--- src/rtl/ff_step_controller_if.sv ---
`default_nettype none
// ============================================================================
//  Module   : ff_step_controller_if
//  Purpose  : Board-side bundle for the flip-flop step controller: raw
//             buttons/switches toward the controller, flop drive signals and
//             step counter back out.
//  Revision : 1.0  initial release
// ============================================================================
interface ff_step_controller_if #(
    parameter int CNT_W = 8
);
    logic             step_noisy;
    logic             mode_noisy;
    logic             auto_noisy;
    logic             din;
    logic             k_in;
    logic             ff_tick;
    logic             ff_clear;
    logic [1:0]       mode;
    logic             d_out;
    logic             j_out;
    logic             k_out;
    logic             t_out;
    logic [CNT_W-1:0] step_count;

    // Board / stimulus side
    modport master (
        output step_noisy, mode_noisy, auto_noisy, din, k_in,
        input  ff_tick, ff_clear, mode, d_out, j_out, k_out, t_out, step_count
    );

    // Controller side
    modport slave (
        input  step_noisy, mode_noisy, auto_noisy, din, k_in,
        output ff_tick, ff_clear, mode, d_out, j_out, k_out, t_out, step_count
    );
endinterface
`default_nettype wire

--- src/rtl/ff_step_controller.sv ---
`default_nettype none
// ============================================================================
//  Module   : ff_step_controller
//  Purpose  : Debounces the step/mode/auto controls, issues single-cycle
//             clock-enable strobes (manual or periodic) to the flop under
//             test, selects its personality (D/JK/T) and routes the data
//             switches to the matching flop inputs.
//  Revision : 1.0  initial release
// ============================================================================
module ff_step_controller #(
    parameter int DEBOUNCE_CYCLES = 500000,
    parameter int AUTO_PERIOD     = 50000000,
    parameter int CNT_W           = 8
) (
    input  wire                 Clock50M,
    input  wire                 reset,
    ff_step_controller_if.slave bus
);
    localparam int DB_W = $clog2(DEBOUNCE_CYCLES + 1);
    localparam int AP_W = $clog2(AUTO_PERIOD + 1);
    localparam logic [DB_W-1:0] C_DB_LAST = DB_W'(DEBOUNCE_CYCLES - 1);
    localparam logic [AP_W-1:0] C_AP_LAST = AP_W'(AUTO_PERIOD - 1);

    // Bit positions inside the synchronizer vector
    localparam int C_STEP = 0;
    localparam int C_MODE = 1;
    localparam int C_AUTO = 2;
    localparam int C_DIN  = 3;
    localparam int C_K    = 4;

    localparam logic [1:0] C_MODE_D  = 2'd0;
    localparam logic [1:0] C_MODE_JK = 2'd1;
    localparam logic [1:0] C_MODE_T  = 2'd2;
    localparam logic [1:0] C_MODE_X  = 2'd3;

    typedef enum logic [1:0] {
        ST_MANUAL = 2'd0,
        ST_AUTO   = 2'd1,
        ST_CLEAR  = 2'd2
    } state_t;

    logic [4:0]       w_raw;
    logic [4:0]       r_sync1;
    logic [4:0]       r_sync2;
    logic [2:0]       w_db;
    logic [1:0]       r_db_q;
    logic             r_step_rise;
    logic             r_mode_rise;
    logic             w_auto;
    logic [1:0]       w_mode_next;

    state_t           r_state;
    logic [1:0]       r_mode;
    logic [AP_W-1:0]  r_auto_cnt;
    logic [CNT_W-1:0] r_step_count;
    logic             r_tick;
    logic             r_clear;
    logic             r_d;
    logic             r_j;
    logic             r_k;
    logic             r_t;

    assign w_raw = {bus.k_in, bus.din, bus.auto_noisy, bus.mode_noisy, bus.step_noisy};

    // Two-flop synchronizer for every asynchronous board input
    always_ff @(posedge Clock50M or posedge reset) begin
        if (reset) begin
            r_sync1 <= '0;
            r_sync2 <= '0;
        end else begin
            r_sync1 <= w_raw;
            r_sync2 <= r_sync1;
        end
    end

    genvar gi;
    generate
        for (gi = 0; gi < 3; gi++) begin : g_debounce
            logic            r_lvl;
            logic [DB_W-1:0] r_cnt;

            // Level only follows the input after it has differed for DEBOUNCE_CYCLES cycles
            always_ff @(posedge Clock50M or posedge reset) begin
                if (reset) begin
                    r_lvl <= 1'b0;
                    r_cnt <= '0;
                end else if (r_sync2[gi] == r_lvl) begin
                    r_cnt <= '0;
                end else if (r_cnt == C_DB_LAST) begin
                    r_lvl <= r_sync2[gi];
                    r_cnt <= '0;
                end else begin
                    r_cnt <= r_cnt + DB_W'(1);
                end
            end

            assign w_db[gi] = r_lvl;
        end
    endgenerate

    assign w_auto      = w_db[C_AUTO];
    assign w_mode_next = (r_mode == C_MODE_T) ? C_MODE_D : r_mode + 2'd1;

    // Registered rising-edge pulses of the debounced step and mode buttons
    always_ff @(posedge Clock50M or posedge reset) begin
        if (reset) begin
            r_db_q      <= '0;
            r_step_rise <= 1'b0;
            r_mode_rise <= 1'b0;
        end else begin
            r_db_q      <= w_db[1:0];
            r_step_rise <= w_db[C_STEP] & ~r_db_q[C_STEP];
            r_mode_rise <= w_db[C_MODE] & ~r_db_q[C_MODE];
        end
    end

    // Control FSM: manual/auto stepping, one-cycle clear on mode change; a mode
    // edge always takes priority over a tick in the same cycle
    always_ff @(posedge Clock50M or posedge reset) begin
        if (reset) begin
            r_state      <= ST_MANUAL;
            r_mode       <= C_MODE_D;
            r_auto_cnt   <= '0;
            r_step_count <= '0;
            r_tick       <= 1'b0;
            r_clear      <= 1'b0;
        end else begin
            r_tick  <= 1'b0;
            r_clear <= 1'b0;
            if (r_mode == C_MODE_X) begin
                r_state    <= ST_MANUAL;
                r_mode     <= C_MODE_D;
                r_auto_cnt <= '0;
            end else begin
                case (r_state)
                    ST_MANUAL: begin
                        if (r_mode_rise) begin
                            r_state      <= ST_CLEAR;
                            r_clear      <= 1'b1;
                            r_mode       <= w_mode_next;
                            r_step_count <= '0;
                            r_auto_cnt   <= '0;
                        end else begin
                            if (r_step_rise) begin
                                r_tick       <= 1'b1;
                                r_step_count <= r_step_count + CNT_W'(1);
                            end
                            if (w_auto) begin
                                r_state    <= ST_AUTO;
                                r_auto_cnt <= '0;
                            end
                        end
                    end
                    ST_AUTO: begin
                        if (r_mode_rise) begin
                            r_state      <= ST_CLEAR;
                            r_clear      <= 1'b1;
                            r_mode       <= w_mode_next;
                            r_step_count <= '0;
                            r_auto_cnt   <= '0;
                        end else if (!w_auto) begin
                            r_state    <= ST_MANUAL;
                            r_auto_cnt <= '0;
                        end else if (r_auto_cnt == C_AP_LAST) begin
                            r_tick       <= 1'b1;
                            r_step_count <= r_step_count + CNT_W'(1);
                            r_auto_cnt   <= '0;
                        end else begin
                            r_auto_cnt <= r_auto_cnt + AP_W'(1);
                        end
                    end
                    ST_CLEAR: begin
                        r_state    <= w_auto ? ST_AUTO : ST_MANUAL;
                        r_auto_cnt <= '0;
                    end
                    default: begin
                        r_state    <= ST_MANUAL;
                        r_mode     <= C_MODE_D;
                        r_auto_cnt <= '0;
                    end
                endcase
            end
        end
    end

    // Flop data inputs, registered from the synchronized switches; unused ones held at 0
    always_ff @(posedge Clock50M or posedge reset) begin
        if (reset) begin
            r_d <= 1'b0;
            r_j <= 1'b0;
            r_k <= 1'b0;
            r_t <= 1'b0;
        end else begin
            r_d <= (r_mode == C_MODE_D)  & r_sync2[C_DIN];
            r_j <= (r_mode == C_MODE_JK) & r_sync2[C_DIN];
            r_k <= (r_mode == C_MODE_JK) & r_sync2[C_K];
            r_t <= (r_mode == C_MODE_T)  & r_sync2[C_DIN];
        end
    end

    assign bus.ff_tick    = r_tick;
    assign bus.ff_clear   = r_clear;
    assign bus.mode       = r_mode;
    assign bus.d_out      = r_d;
    assign bus.j_out      = r_j;
    assign bus.k_out      = r_k;
    assign bus.t_out      = r_t;
    assign bus.step_count = r_step_count;

endmodule
`default_nettype wire

--- src/flat_wrapper.sv ---
// flat-port wrapper written by rule: the top's interface ports become plain ports
module ff_step_controller_flat 
#(
    parameter int DEBOUNCE_CYCLES = 500000,
    parameter int AUTO_PERIOD     = 50000000,
    parameter int CNT_W           = 8
)
  (Clock50M, reset, bus_step_noisy, bus_mode_noisy, bus_auto_noisy, bus_din, bus_k_in, bus_ff_tick, bus_ff_clear, bus_mode, bus_d_out, bus_j_out, bus_k_out, bus_t_out, bus_step_count);
  ff_step_controller_if #(.CNT_W(CNT_W)) bus_i ();
  input  wire Clock50M;
  input  wire reset;
  input wire logic [$bits(bus_i.step_noisy)-1:0] bus_step_noisy;
  input wire logic [$bits(bus_i.mode_noisy)-1:0] bus_mode_noisy;
  input wire logic [$bits(bus_i.auto_noisy)-1:0] bus_auto_noisy;
  input wire logic [$bits(bus_i.din)-1:0] bus_din;
  input wire logic [$bits(bus_i.k_in)-1:0] bus_k_in;
  output wire logic [$bits(bus_i.ff_tick)-1:0] bus_ff_tick;
  output wire logic [$bits(bus_i.ff_clear)-1:0] bus_ff_clear;
  output wire logic [$bits(bus_i.mode)-1:0] bus_mode;
  output wire logic [$bits(bus_i.d_out)-1:0] bus_d_out;
  output wire logic [$bits(bus_i.j_out)-1:0] bus_j_out;
  output wire logic [$bits(bus_i.k_out)-1:0] bus_k_out;
  output wire logic [$bits(bus_i.t_out)-1:0] bus_t_out;
  output wire logic [$bits(bus_i.step_count)-1:0] bus_step_count;
  assign bus_i.step_noisy = bus_step_noisy;
  assign bus_i.mode_noisy = bus_mode_noisy;
  assign bus_i.auto_noisy = bus_auto_noisy;
  assign bus_i.din = bus_din;
  assign bus_i.k_in = bus_k_in;
  assign bus_ff_tick = bus_i.ff_tick;
  assign bus_ff_clear = bus_i.ff_clear;
  assign bus_mode = bus_i.mode;
  assign bus_d_out = bus_i.d_out;
  assign bus_j_out = bus_i.j_out;
  assign bus_k_out = bus_i.k_out;
  assign bus_t_out = bus_i.t_out;
  assign bus_step_count = bus_i.step_count;
  ff_step_controller #(.DEBOUNCE_CYCLES(DEBOUNCE_CYCLES), .AUTO_PERIOD(AUTO_PERIOD), .CNT_W(CNT_W)) u_core (.Clock50M(Clock50M), .reset(reset), .bus(bus_i));
endmodule
--- config.mk ---
export PLATFORM = sky130hd
export DESIGN_NAME = ff_step_controller_flat
export DESIGN_NICKNAME = d
export VERILOG_FILES = /design/src/rtl/ff_step_controller_if.sv /design/src/rtl/ff_step_controller.sv /design/src/flat_wrapper.sv
export SDC_FILE = /design/constraint.sdc
export NUM_CORES = 1
export LEC_CHECK = 0
export CORE_MARGIN = 1
export CORE_UTILIZATION = 33
export DETAILED_ROUTE_END_ITERATION = 8
export SLEW_MARGIN = 20
export SYNTH_ARGS = -nofsm -noshare
export SYNTH_HDL_FRONTEND = slang
export SYNTH_SLANG_ARGS = --single-unit
--- constraint.sdc ---
create_clock -name Clock50M -period 3.6 [get_ports Clock50M]
set_clock_uncertainty 0.1 [all_clocks]
set_input_delay 0.72 -clock Clock50M [delete_from_list [all_inputs] [get_ports Clock50M]]
set_output_delay 0.72 -clock Clock50M [all_outputs]
set_load 0.02 [all_outputs]
==> metrics.cfg <==
[pwr]
internal_power_mw = 2.48
power_density_mw_per_mm2 = 473
power.net_switching_mw = 0.621
seq_power_share_pct = 43.7
worst_ir_drop_vdd_mv = 0.315
p_sw_share_pct = 20.0
power_mw = 3.10
leakagePower_nw = 2.79
pwr-share-comb_pct = 2.2
clockPowerShare_pct = 54.1

[drt]
vias = 3949
ant_nets = 0
viasPerCell = 4.89
drtIter0Drc = 241
wl_um = 10800
routedWlPerCell_um = 13.3
dr.pass1.iters = 7
drc = 0

[logic_synthesis]
yosysSeqAreaShare_pct = 53.9
yosys_warnings = 0
synth_area_sq_mm = 0.00548
synthFlopType = dfrtp_1
synth-async-reset-ratio_pct = 100
syn_nets = 560
yosysTopAreaCell = dfrtp_1
synth_area_leaders = dfrtp_1 54%, nor2_1 7.1%, xnor2_1 6.2%
synth_edf_count = 0
yosysTopAreaCellShare_pct = 53.9
synth-seq-cells = 118
postSynthAreaPerCell_sq_um = 10.0
ys_types = 51
syn_inst = 548

[timing]
final-max-slew-violation-count = 0
max-slew-margin-rel_pct = 35.8
fmax_mhz = 380
setup_tns_ns = 0
finalSetupViolations = 0
rsz0062_at_grt = no
fin_crit_ns = 2.63
tightest_slew_ns = 0.963
timing.final.crit_share_pct = 73.0
hold_violations = 0
whs_ns = 0.245
setup_ws_ns = 0.971

[finish]
layout_commonest_cell = dfrtp_1
mostFrequentLayoutCells = 118 x dfrtp_1, 103 x nor2_1, 50 x nand2_1
n_antenna_cell = 0
layout-drive-gt1-share_pct = 7.94
final_nets = 591
finalInstanceArea_sq_mm = 0.00656
area_growth_pct = 19.8

[job]
max_cap_viol_count = 0

[floorplan]
chipWidth_um = 131
start_util_pct = 34.1
die_h_um = 131
die-area_sq_mm = 0.0171
num_rows = 46
num_io_pins = 23
core_area_sq_mm = 0.0161

[setup_path]
timing.critical_path.buf_inv = 0
worstPathCellList = or4b_4 > nor4_4 > a32oi_1 > o311a_1 > a211o_1
slowest_stage = or4b_4
arrival_ns = 2.82
crit_path_start_kind = flip-flop
cp-end-kind = flip-flop
critPathTopFamily = compound AO/OA/AOI/OAI gates
worstPathMaxFanout = 11
cp.required_ns = 3.79
path_class = reg -> reg
slowest_delay_ns = 0.54

[placed_design]
placed_area_sq_mm = 0.00597
port_buffers = 22
pre_cts_ws_ns = 0.995
gp_congestion = 0.781
dp_hpwl_um = 7360

[clock_network]
tritoncts = yes
htreeDepth = 4
numClockSinks = 118
cts-root-buf = clkbuf_16
post-cts-setup-buffers = 0
cts_resized = 0
cts.clk_slew.worst_paths_ns = 0.05
cts_max_path_buffers = 2
clock_latency_ns = 0.41
hold_buffers = 0
cts_made_buffers = 17

[hold_path]
hold_class = reg -> reg

[grt]
antenna_found_initial = 0
grt_pass1_wl_um = 18500
grt_max_degree = 43
grt_usage_pct = 14.0
grt_pass1_vias = 3925
grt_overflow = 0

[outcome]
status = complete, no violations

## kinds of logic (layout without fill, tap and decap cells)
family	count (synthesis)	in the layout	share of synthesized area (%)
AO/OA/AOI/OAI	28	28	3.88
XOR/XNOR	78	78	12.5
adder cells (fa/ha/maj)	5	5	1.14
buffers and inverters	29	73	2.15
flip-flops	118	118	53.9
multiplexers	6	6	1.21
AND/OR/NAND/NOR	284	284	25.3
## power groups by stage
stage	Sequential [mW]	Combinational (mW)	Clock, mW
after CTS	1.35	0.0728	1.72
after global routing	1.35	0.0815	1.78
after detailed placement	1.38	0.0721	0
after floorplan	1.37	0.0450	0
after global placement	1.38	0.0699	0
final	1.35	0.0692	1.68
## stage by stage
| step | cells | util, % |
|---|---|---|
| final | 808 | 40.9 |
| after global routing | 808 | 40.9 |
| after CTS | 808 | 40.9 |
| after detailed placement | 776 | 37.2 |
| after global placement | 776 | 37.2 |
| after floorplan | 548 | - |
## final timing paths
check / end / cells after the start / start / slack (ns)
max in group asynchronous: u_core.r_auto_cnt[16] / 3 / reset / 1.95
hold reg to reg: u_core.r_sync2[4] / 0 / u_core.r_sync1[4] / 0.24
hold / removal: u_core.r_sync2[4] / 0 / u_core.r_sync1[4] / 0.24
min in group asynchronous: u_core.r_sync1[0] / 2 / reset / 0.76
setup / recovery: u_core.bus.step_count[7] / 5 / u_core.r_auto_cnt[7] / 0.97
setup reg to reg: u_core.bus.step_count[7] / 5 / u_core.r_auto_cnt[7] / 0.97
## flip-flops by register name, summed over array words and instances (netlist names)
name and flops:
u_core.g_debounce.r_cnt 57, u_core.r_auto_cnt 26, u_core.bus.step_count 8, u_core.r_sync1 5, u_core.r_sync2 5, u_core.g_debounce.r_lvl 3
u_core.bus.mode 2, u_core.r_db_q 2, u_core.r_state 2, u_core.bus.d_out 1, u_core.bus.ff_clear 1, u_core.bus.ff_tick 1
u_core.bus.j_out 1, u_core.bus.k_out 1, u_core.bus.t_out 1, u_core.r_mode_rise 1, u_core.r_step_rise 1
## worst reg2reg max path: cells and delay by family, from the launching register on
| family | cells | cell delay, ns |
|---|---|---|
| AOI/OAI and AO/OA | 3 | 1.06 |
| DFF | 1 | 0.43 |
| and+or+nand+nor | 2 | 0.91 |
## synth_stat cells (2+ instances only)
cell / n
inv_1: 13
a21oi_1: 5
o21ai_0: 2
nor3_1: 18
a32oi_1: 2
dfrtp_1: 118
nand2_1: 50
and4_1: 5
ha_1: 5
a22o_1: 2
nor2b_1: 4
nor2_1: 103
nand4_1: 18
nor4b_1: 2
or3_1: 5
or4_1: 3
and3_1: 5
clkbuf_1: 13
or2_2: 3
nor4_1: 13
and2_1: 5
xnor2_1: 39
xor2_1: 39
nand3_1: 39
o211ai_1: 4
nand2b_1: 3
a32o_1: 2
mux2_2: 5
## cell type report
| class | count | area, sq um |
|---|---|---|
| Clock buffer | 22 | 464 |
| Clock inverter | 10 | 128 |
| Fill cell | 1517 | 9490 |
| Inverter | 14 | 56.3 |
| Multi-Input combinational cell | 401 | 2410 |
| Sequential cell | 118 | 2950 |
| Tap cell | 216 | 270 |
| Timing Repair Buffer | 27 | 283 |
## routing by layer
metal / vias to the layer above / GRT usage [%] / wire length [um]
li1: 1937 / - / -
met1: 1942 / 17.2 / 4950
met2: 55 / 23.1 / 5350
met3: 15 / 3.66 / 321
met4: 0 / 6.56 / 150
met5: - / 0 / 0
Power figures use the tool's default switching activity.
